## src/rtl/ysyx_22041211_mem_arbiter.sv

```systemverilog
// Two-master (IFU/LSU) arbiter and access sequencer for the single-port SRAM.
// Latency: request handshake -> LATENCY SRAM cycles -> response from handshake + LATENCY + 1.
// Backpressure: one transaction in flight; req_ready only in IDLE, RESP holds until resp_ready.
//
// Ports:
//   clk, rstn                         clock, asynchronous active-low reset
//   ifu_req_* / ifu_addr              IFU fetch request (always a 4-byte read, mask 8'h0F)
//   ifu_resp_* / ifu_rdata            IFU fetch response
//   lsu_req_* / lsu_wen/addr/wdata/mask   LSU load/store request
//   lsu_resp_* / lsu_rdata            LSU response (rdata = 0 for store acks)
//   sram_*                            SRAM port, driven only during ACCESS
//
// Build option: define ARB_RR_EN for round-robin arbitration on simultaneous
// requests; otherwise LSU has fixed priority over IFU.
module ysyx_22041211_mem_arbiter #(
  parameter int ADDR_LEN = 32,
  parameter int DATA_LEN = 32,
  parameter int LATENCY  = 1
) (
  input  logic                clk,
  input  logic                rstn,
  // IFU request / response
  input  logic                ifu_req_valid,
  output logic                ifu_req_ready,
  input  logic [ADDR_LEN-1:0] ifu_addr,
  output logic                ifu_resp_valid,
  input  logic                ifu_resp_ready,
  output logic [DATA_LEN-1:0] ifu_rdata,
  // LSU request / response
  input  logic                lsu_req_valid,
  output logic                lsu_req_ready,
  input  logic                lsu_wen,
  input  logic [ADDR_LEN-1:0] lsu_addr,
  input  logic [DATA_LEN-1:0] lsu_wdata,
  input  logic [7:0]          lsu_mask,
  output logic                lsu_resp_valid,
  input  logic                lsu_resp_ready,
  output logic [DATA_LEN-1:0] lsu_rdata,
  // SRAM port
  output logic                sram_ren,
  output logic                sram_wen,
  output logic [ADDR_LEN-1:0] sram_raddr,
  output logic [ADDR_LEN-1:0] sram_waddr,
  output logic [DATA_LEN-1:0] sram_wdata,
  output logic [7:0]          sram_rmask,
  output logic [7:0]          sram_wmask,
  input  logic [DATA_LEN-1:0] sram_rdata
);

  typedef enum logic [1:0] {
    IDLE   = 2'd0,
    ACCESS = 2'd1,
    RESP   = 2'd2
  } state_t;

  localparam logic       OWN_IFU  = 1'b0;
  localparam logic       OWN_LSU  = 1'b1;
  localparam logic [7:0] IFU_MASK = 8'h0F;
  localparam logic [7:0] CNT_INIT = 8'(LATENCY - 1);

  state_t                state;
  state_t                state_nxt;

  // Latched transaction
  logic                  owner;
  logic                  wen_q;
  logic [ADDR_LEN-1:0]   addr_q;
  logic [DATA_LEN-1:0]   wdata_q;
  logic [7:0]            mask_q;
  logic [7:0]            cnt;

  logic                  grant_lsu;
  logic                  ifu_hs;
  logic                  lsu_hs;
  logic                  resp_hs;
  logic                  last_cycle;

`ifdef ARB_RR_EN
  logic                  last_grant;
`endif

  assign ifu_hs     = ifu_req_valid & ifu_req_ready;
  assign lsu_hs     = lsu_req_valid & lsu_req_ready;
  assign resp_hs    = (ifu_resp_valid & ifu_resp_ready) | (lsu_resp_valid & lsu_resp_ready);
  assign last_cycle = (cnt == 8'd0);

  // Arbitration: only matters when both masters request together.
  always_comb begin
    grant_lsu = lsu_req_valid;
    if (lsu_req_valid && ifu_req_valid) begin
`ifdef ARB_RR_EN
      // The master that did not win the previous grant goes first.
      grant_lsu = (last_grant == OWN_IFU);
`else
      grant_lsu = 1'b1;
`endif
    end
  end

  // ---------------------------------------------------------------------------
  // FSM: state register
  // ---------------------------------------------------------------------------
  always_ff @(posedge clk or negedge rstn) begin
    if (!rstn) begin
      state <= IDLE;
    end else begin
      state <= state_nxt;
    end
  end

  // ---------------------------------------------------------------------------
  // FSM: next-state logic
  // ---------------------------------------------------------------------------
  always_comb begin
    state_nxt = state;
    case (state)
      IDLE: begin
        if (ifu_hs || lsu_hs) begin
          state_nxt = ACCESS;
        end
      end
      ACCESS: begin
        if (last_cycle) begin
          state_nxt = RESP;
        end
      end
      RESP: begin
        if (resp_hs) begin
          state_nxt = IDLE;
        end
      end
      default: state_nxt = IDLE;
    endcase
  end

  // ---------------------------------------------------------------------------
  // FSM: outputs
  // ---------------------------------------------------------------------------
  always_comb begin
    ifu_req_ready  = 1'b0;
    lsu_req_ready  = 1'b0;
    ifu_resp_valid = 1'b0;
    lsu_resp_valid = 1'b0;
    sram_ren       = 1'b0;
    sram_wen       = 1'b0;
    sram_raddr     = '0;
    sram_waddr     = '0;
    sram_wdata     = '0;
    sram_rmask     = 8'h00;
    sram_wmask     = 8'h00;
    case (state)
      IDLE: begin
        // At most one ready, and only to a master that is actually requesting.
        ifu_req_ready = ifu_req_valid & ~grant_lsu;
        lsu_req_ready = lsu_req_valid &  grant_lsu;
      end
      ACCESS: begin
        sram_raddr = addr_q;
        sram_waddr = addr_q;
        sram_wdata = wdata_q;
        sram_ren   = ~wen_q;
        // A store is issued once, on the final access cycle, so a multi-cycle
        // latency never writes the SRAM more than once.
        sram_wen   = wen_q & last_cycle;
        sram_rmask = wen_q ? 8'h00  : mask_q;
        sram_wmask = wen_q ? mask_q : 8'h00;
      end
      RESP: begin
        ifu_resp_valid = (owner == OWN_IFU);
        lsu_resp_valid = (owner == OWN_LSU);
      end
      default: ;
    endcase
  end

  // ---------------------------------------------------------------------------
  // Transaction latch, latency counter and response data
  // ---------------------------------------------------------------------------
  always_ff @(posedge clk or negedge rstn) begin
    if (!rstn) begin
      owner     <= OWN_IFU;
      wen_q     <= 1'b0;
      addr_q    <= '0;
      wdata_q   <= '0;
      mask_q    <= 8'h00;
      cnt       <= 8'd0;
      ifu_rdata <= '0;
      lsu_rdata <= '0;
    end else begin
      if (ifu_hs) begin
        owner   <= OWN_IFU;
        wen_q   <= 1'b0;
        addr_q  <= ifu_addr;
        wdata_q <= '0;
        mask_q  <= IFU_MASK;
        cnt     <= CNT_INIT;
      end else if (lsu_hs) begin
        owner   <= OWN_LSU;
        wen_q   <= lsu_wen;
        addr_q  <= lsu_addr;
        wdata_q <= lsu_wdata;
        mask_q  <= lsu_mask;
        cnt     <= CNT_INIT;
      end else if (state == ACCESS) begin
        if (last_cycle) begin
          // Response data is captured once and then held through RESP.
          if (owner == OWN_IFU) begin
            ifu_rdata <= sram_rdata;
          end else begin
            lsu_rdata <= wen_q ? '0 : sram_rdata;
          end
        end else begin
          cnt <= cnt - 8'd1;
        end
      end
    end
  end

`ifdef ARB_RR_EN
  // Winner of the most recent request handshake; starts as LSU so IFU wins
  // the first tie after reset.
  always_ff @(posedge clk or negedge rstn) begin
    if (!rstn) begin
      last_grant <= OWN_LSU;
    end else if (ifu_hs) begin
      last_grant <= OWN_IFU;
    end else if (lsu_hs) begin
      last_grant <= OWN_LSU;
    end
  end
`endif

endmodule
```

## config.mk

```make
export PLATFORM = sky130hd
export DESIGN_NAME = ysyx_22041211_mem_arbiter
export DESIGN_NICKNAME = d
export VERILOG_FILES = /design/src/rtl/ysyx_22041211_mem_arbiter.sv
export SDC_FILE = /design/constraint.sdc
export NUM_CORES = 1
export LEC_CHECK = 0
export CAP_MARGIN = 5
export CORE_MARGIN = 5
export CORE_UTILIZATION = 37
export CTS_CLUSTER_DIAMETER = 150
export DETAILED_ROUTE_END_ITERATION = 12
export GPL_TIMING_DRIVEN = 0
export HOLD_SLACK_MARGIN = 0.02
export MAX_ROUTING_LAYER = met4
export PLACE_DENSITY_LB_ADDON = 0.15
export SYNTH_ARGS = -nofsm -noshare
export SYNTH_HDL_FRONTEND = slang
export SYNTH_SLANG_ARGS = --single-unit
```

## constraint.sdc

```tcl
create_clock -name clk -period 1.95 [get_ports clk]
set_clock_uncertainty 0.15 [all_clocks]
set_input_delay 0.195 -clock clk [delete_from_list [all_inputs] [get_ports clk]]
set_output_delay 0.195 -clock clk [all_outputs]
set_load 0.1 [all_outputs]
```

Word level (Yosys, flattened, before mapping)
Cells that the tools add are included.

word-level totals
  input port bits = 143
  RAM bits = 0
  bits in read-only memories = 0
  flip-flop bits (word level) = 148
  memories = 0
  latch bits = 0

operators by class
  equality and inequality tests = 6
  divide/modulo/power cells = 0
  multiplexer cells = 32
  order comparisons = 0
  $add $sub $neg = 1
  shift operators = 0
  bitwise gates (word level) = 13
  multiply operators = 0
  reduce and logical (&&, ||, !) cells = 10

operator list
  operator             number
  $mux 32              7
  $mux 8               10
  $mux 1               11
  $reduce_and 5->1     2
  $logic_not 8->1      1
  $sub 8x1->8 const B  1
  $and 1x1->1          7
  $mux 2               3
  $ne 2x2->1 const B   3
  $pmux 2 s3           1
  $not 1->1            5
  $ne 3x3->1 const B   1
  $reduce_and 3->1     1
  $reduce_bool 3->1    1
  $eq 2x1->1 const B   1
  $eq 2x2->1 const B   1
  $logic_not 2->1      1
  $reduce_and 2->1     1
  $reduce_bool 2->1    1
  $logic_and 1x1->1    1
  $logic_or 1x1->1     1
  $or 1x1->1           1

Logic depth before layout (Yosys ltp)
Gate-level depths: netlist (run 1).

  word-level depth = 9
  mapped depth = 7
  gate-level depth less buffers = 6

Least setup slack after synthesis (run 1)
No wires, ideal clock.

  path type = register to output
  start = register state[1]
  end = output sram_rmask[0]
  slack = -1.440 ns
  data required time = 1.605 ns
  cell stages (with the launch flop) = 5
  data arrival time = 3.045 ns
  cells stage by stage = dfrtp_1 buf_2 nand2b_1 nor2_1 and2_1

on the way
  longest elaborated chain between the ends = 2

ends and longest elaborated chain
  what                      line  text
  start: declaration        61    state_t state;
  start signal: assignment  107   state <= state_nxt;
  $eq 2x1->1                151   case (state)
  $mux 8                    151
  end: declaration          45    output logic [7:0] sram_rmask,

Every way passes these cells.

Worst setup path after layout (run 1)
  start = register state[1]
  end = output sram_waddr[8]

on the way
  longest elaborated chain between the ends = 2

ends and longest elaborated chain
  what              line  text
  $eq 2x1->1        151
  $mux 32           151
  end: declaration  43    output logic [ADDR_LEN-1:0] sram_waddr,

Every way passes these cells.

==> impl_metrics.ini, run 1 <==
[setup_path]
r2r_setup_slack_ns = -0.16
crit_slowest_cell = dfrtp_1
cp-startpoint = state[1]$_DFFE_PN0P_
cp_common_cell = buf_12
r2r_start = cnt[0]$_DFFE_PN0P_
crit_required_ns = 1.60
reg2reg_depth = 9
cp-end-kind = output pin
worstSetupPathType = flip-flop to output pin
critPathMaxFanout = 5
cp.arrival_ns = 1.91
worstSetupStartpointType = flip-flop
path_cells = buf_6 > nor2b_4 > clkbuf_16 > clkbuf_8 > and2_4 > buf_12 > buf_12
slowest_delay_ns = 0.37
endpoint = sram_waddr[8]
worst_r2r_endpoint = ifu_rdata[29]$_DFFE_PN0P_

[routing]
vias_per_cell = 4.97
drc = 0
wl_met1_um = 10000
route.met3.wl_um = 1840
maxUsedRoutingLayer = met4
vias = 6299
met2_length_um = 13200
ant_nets = 0
drtIter0Drc = 247
wl_per_cell_um = 20.3
drt_wl_total_um = 25700
firstDrtPassIters = 4

[sta]
maxSlewViolCount = 0
rsz0062_at_grt = true
tightest_slew_ns = 0.713
slew_headroom_pct = 52.5
finalHoldViolations = 0
period_needed_ns = 2.26
setup_viol = 181
period_share_pct = 116
fmax_mhz = 443
fin_ws_ns = -0.307
fin_tns_setup_ns = -30.23

[placement]
place_congestion = 0.789
dp_hpwl_um = 16600
dp_cells = 1180
port_buffers = 324

[yosys]
postSynthAreaPerCell_um2 = 10.7
synth_edf_count = 0
syn-num-nets = 771
synth_top_area_share_pct = 55.1
postSynthCellCount = 626
synth-seq-area-share_pct = 55.1
ys_types = 44
postSynth.asyncResetShare_pct = 100
syn_area_um2 = 6720
synth_flop_cell = dfrtp_1
synthTopCellsByArea = dfrtp_1 (55%), and2_1 (6.7%), nand2_1 (5.9%), mux2_1 (5.0%), a22o_1 (4.8%)
yosysTopAreaCell = dfrtp_1
ys_seq_elements = 148
synth_warnings = 0

[cells_and_area]
drive_gt1_share_pct = 48.6
area_growth_pct = 108
post-route-util_pct = 78.1
final_cell_mix = buf_12 (153), dfrtp_1 (145), clkdlybuf4s50_1 (141), nand2_1 (81), clkdlybuf4s15_2 (64)
layout_commonest_cell = buf_12
nets = 1171
final_cells = 1268

[worst_hold_path]
min_path_type = input pin to flip-flop
worstHoldStart = lsu_addr[5]

[die]
die_h_um = 145
rows = 49
die_area_um2 = 21000
die_w_um = 145
core_um2 = 17900
io_pins = 325
start_util_pct = 37.5

[clock_tree]
h-tree-depth = 4
cts_tree = yes
cts_buffer_depth = 2
numCtsBuffers = 17
cts_root_buf = clkbuf_16
path_clk_slew_ns = 0.06
clock-sinks = 148
clk_latency_ns = 0.42

[grt]
overflow = 0
grt_pass1_wl_um = 36800
grt_pass1_vias = 6473
antenna_found_initial = 1
grt_max_degree = 79
grt_use_total_pct = 23.6

[status]
violations = setup timing
outcome = finished, violations left

[run]
cap_violations = 0
-- registers in the layout, summed over array words and instances, names as in the netlist, 2 cells and up --
register   flops
addr_q        32
cnt            8
lsu_rdata     32
mask_q         8
ifu_rdata     32
wdata_q       32
state          2
-- metal layers --
metal | up-vias | GRT usage, %
met3 | 35 | 7.16
met4 | 0 | 8.44
met2 | 236 | 38.1
met5 | - | -
met1 | 3115 | 28.1
li1 | 2913 | -
-- synthesized netlist by cell type (all sizes together) (2+ instances only) --
| master | n |
|---|---|
| a21oi | 3 |
| inv | 3 |
| o22a | 4 |
| buf | 39 |
| nor3 | 3 |
| nor4b | 2 |
| nor3b | 2 |
| xnor2 | 2 |
| nand2 | 106 |
| and2 | 72 |
| mux2 | 32 |
| mux2i | 3 |
| nor2 | 9 |
| a22o | 37 |
| o21ai | 36 |
| dfrtp | 148 |
| a22oi | 32 |
| nand2b | 33 |
| ha | 2 |
| and3 | 8 |
| nand3b | 3 |
| clkbuf | 34 |
-- critical path: cells and delay by family (launching register included) --
kind | cells | cell delay [ns]
buffers and inverters | 5 | 0.74
flip-flops | 1 | 0.37
AND/OR/NAND/NOR | 2 | 0.37
-- layout make-up --
cell class                      instances  area, um2
Buffer                                 73       1070
Timing Repair Buffer                  381       5190
Tap cell                              229        287
Inverter                                3       13.8
Clock buffer                           18        429
Antenna cell                            1       2.50
Multi-Input combinational cell        402       3120
Sequential cell                       148       3710
Fill cell                            1053       3930
Clock inverter                         13        149
-- metrics by stage --
step / worst slack, ns / area (um2) / hold slack, ns
floorplan: -0.324 / 7420 / -0.251
global placement: -5.75 / 10900 / 0.311
detailed placement: -1.29 / 11000 / 0.116
CTS: -0.291 / 13400 / 0.137
global route: -0.352 / 14000 / 0.150
finish: -0.307 / 14000 / 0.152
-- cells by family (layout without fill, tap and decap cells) --
| family | Yosys count | in the layout | synth area share, % |
|---|---|---|---|
| other | 0 | 1 | 0 |
| AND/OR/NAND/NOR | 246 | 246 | 19.5 |
| buffers and inverters | 76 | 488 | 6.44 |
| adder cells (fa/ha/maj) | 2 | 2 | 0.372 |
| XOR/XNOR | 3 | 3 | 0.391 |
| flip-flops | 148 | 148 | 55.1 |
| AO/OA/AOI/OAI | 116 | 116 | 12.3 |
| multiplexers | 35 | 35 | 5.81 |
-- repair_timing --
action / CTS / global route
endpoints found under the setup margin: 313 / 216
hold buffers: 1 / 0
gates cloned: 7 / 8
setup buffers: 28 / 16
hold endpoints to repair: 70 / 0
resized for setup: 1299 / 189
pin swaps: 5 / 32
-- worst min path at each step --
stage | endpoint | slack [ns] | depth (start not counted)
6_report | addr_q[5]$_DFFE_PN0P_ | 0.15 | 3
3_5_place_dp | lsu_rdata[6]$_DFFE_PN0P_ | 0.12 | 1
4_1_cts | addr_q[5]$_DFFE_PN0P_ | 0.14 | 3
2_1_floorplan | addr_q[0]$_DFFE_PN0P_ | -0.25 | 0
3_3_place_gp | lsu_rdata[24]$_DFFE_PN0P_ | 0.31 | 2
5_1_grt | addr_q[28]$_DFFE_PN0P_ | 0.15 | 3
Power of run 1 is not shown: default switching activity piles up to over one toggle a cycle in this logic, so the estimate is an artifact.
==> run 2, diff against run 1 <==
--- a/config.mk
+++ b/config.mk
@@ -7,8 +7,9 @@
 export LEC_CHECK = 0
 export CAP_MARGIN = 5
 export CORE_MARGIN = 5
-export CORE_UTILIZATION = 37
+export CORE_UTILIZATION = 41
 export CTS_CLUSTER_DIAMETER = 150
+export CTS_CLUSTER_SIZE = 28
 export DETAILED_ROUTE_END_ITERATION = 12
 export GPL_TIMING_DRIVEN = 0
 export HOLD_SLACK_MARGIN = 0.02
==> constraint.sdc (replaced) <==
create_clock -name clk -period 2.4 [get_ports clk]
set_clock_uncertainty 0.15 [all_clocks]
set_input_delay 0.24 -clock clk [delete_from_list [all_inputs] [get_ports clk]]
set_output_delay 0.24 -clock clk [all_outputs]
set_load 0.1 [all_outputs]
==> run 2 against run 1 <==
  * The flow now finishes without violations
  * Worst setup slack improved by 0.38 ns
  * Sequential share of layout area rose by 6.4 points
  * Sequential cell count stayed put
  * Final area fell by 19%
  * Cell count shrank 5.2%
  * Core utilization is 7.7 points lower
  * Via count is 6.3% lower
  * Critical path depth down 6
  * First-iteration DRC count rose by 34%
  * Worst hold slack better by 0.045 ns
  * Global-route usage fell by 0.17 points
==> impl_metrics.ini, run 2 (synthesized netlist as in run 1, its figures left out) <==
[status]
outcome = completed

[grt]
grt_use_total_pct = 23.4
antenna_found_initial = 1
grt_pass1_vias = 6190
grt_pass1_wl_um = 34600
overflow = 0
grt_max_degree = 81

[cells_and_area]
final_cells = 1202
layout_commonest_cell = clkdlybuf4s50_1
fillCellCount = 1289
area_growth_pct = 67.5
final_cell_mix = clkdlybuf4s50_1 (205), dfrtp_1 (148), nand2_1 (105), buf_4 (85), buf_6 (39)
nets = 1118
drive_gt1_share_pct = 25.9

[clock_tree]
path_clk_slew_ns = 0.06
numCtsBuffers = 17
clock-sinks = 148
cts_root_buf = clkbuf_16
clk_latency_ns = 0.41
h-tree-depth = 4
cts_tree = yes
cts_buffer_depth = 2

[placement]
dp_cells = 1167
place_congestion = 0.864
dp_hpwl_um = 16300
port_buffers = 324

[sta]
period_share_pct = 96.8
slew_headroom_pct = 32.0
period_needed_ns = 2.32
fmax_mhz = 430
tightest_slew_ns = 1.02
setup_viol = 0
maxSlewViolCount = 0
finalHoldViolations = 0
fin_tns_setup_ns = 0

[setup_path]
worstSetupStartpointType = flip-flop
path_cells = clkdlybuf4s50_1
critPathMaxFanout = 2
cp-end-kind = output pin
crit_cells = 1
path_buf_inv = 1
crit_slowest_cell = clkdlybuf4s50_1
slowest_delay_ns = 1.17
critPathTopFamily = buffers and inverters
cp.arrival_ns = 1.93
crit_required_ns = 2.01
reg2reg_depth = 7
worstSetupPathType = flip-flop to output pin

[die]
rows = 46
start_util_pct = 42.0
die_area_um2 = 19000
die_h_um = 138
core_um2 = 16000
die_w_um = 138
io_pins = 325

[routing]
vias = 5903
vias_per_cell = 4.91
wl_per_cell_um = 18.3
drtIter0Drc = 330
ant_nets = 0
drc = 0
drt_wl_total_um = 22000
firstDrtPassIters = 5

[worst_hold_path]
min_path_type = input pin to flip-flop
hold-path-cell-count = 3

[run]
cap_violations = 0
==> run 2: cell types whose count changed in the layout (fill, tap and decap cells not counted), sizes merged <==
cell / change
clkdlybuf4s50: +64
clkdlybuf4s15: -62
buf: -58
bufinv: +3
clkbuf: +3
inv: -3
clkinvlp: -2
clkinv: +1
nor2: +1
==> run 2: timing repair <==
item,CTS,global route
hold buffers,1,0
pin swaps,1,1
setup endpoints to repair,118,114
endpoints found under the hold margin,79,0
gates resized for setup,777,74
cloned,0,1
buffers inserted,1,1
==> run 2: stage by stage <==
stage	instance area [um2]	hold WS (ns)	utilization, %	setup slack, ns
global placement	10300	0.310	64.4	-5.24
finish	11300	0.197	70.3	0.0766
CTS	11000	0.181	68.5	-0.00180
global route	11300	0.194	70.3	-0.0108
detailed placement	10300	0.189	64.6	-1.11
floorplan	6790	-0.206	-	-0.128
==> run 2: final timing paths <==
kind | startpoint | to | slack [ns]
worst max register to register | cnt[0]$_DFFE_PN0P_ | ifu_rdata[7]$_DFFE_PN0P_ | 0.15
worst max-delay path | lsu_rdata[0]$_DFFE_PN0P_ | lsu_rdata[0] | 0.08
worst min register to register | lsu_rdata[30]$_DFFE_PN0P_ | lsu_rdata[30]$_DFFE_PN0P_ | 0.33
min in group asynchronous | rstn | lsu_rdata[4]$_DFFE_PN0P_ | 0.28
worst min-delay path | lsu_addr[20] | addr_q[20]$_DFFE_PN0P_ | 0.20
max in group asynchronous | rstn | cnt[2]$_DFFE_PN0P_ | 1.01
==> run 2: area by class of cell <==
type | count | area (um2) | share of cell area (%)
inverters | 3 | 16.3 | 0.145
clock inverters | 12 | 203 | 1.80
repair buffers | 328 | 3480 | 30.9
flip-flops and latches | 148 | 3700 | 32.9
well taps | 216 | 270 | 2.40
clock buffers | 19 | 433 | 3.85
plain buffers | 72 | 460 | 4.09
diodes | 1 | 2.50 | 0.0222
multi-input cells | 403 | 2680 | 23.8
==> run 2: per-layer routing <==
metal / routed length [um] / global-route usage, % / vias to the layer above
met3: 1370 / 6.28 / 37
met1: 9070 / 28.4 / 2826
li1: - / - / 2799
met5: 0 / - / -
met4: 571 / 7.90 / 0
met2: 11000 / 38.2 / 241
Power of run 2 is left out for the same reason.
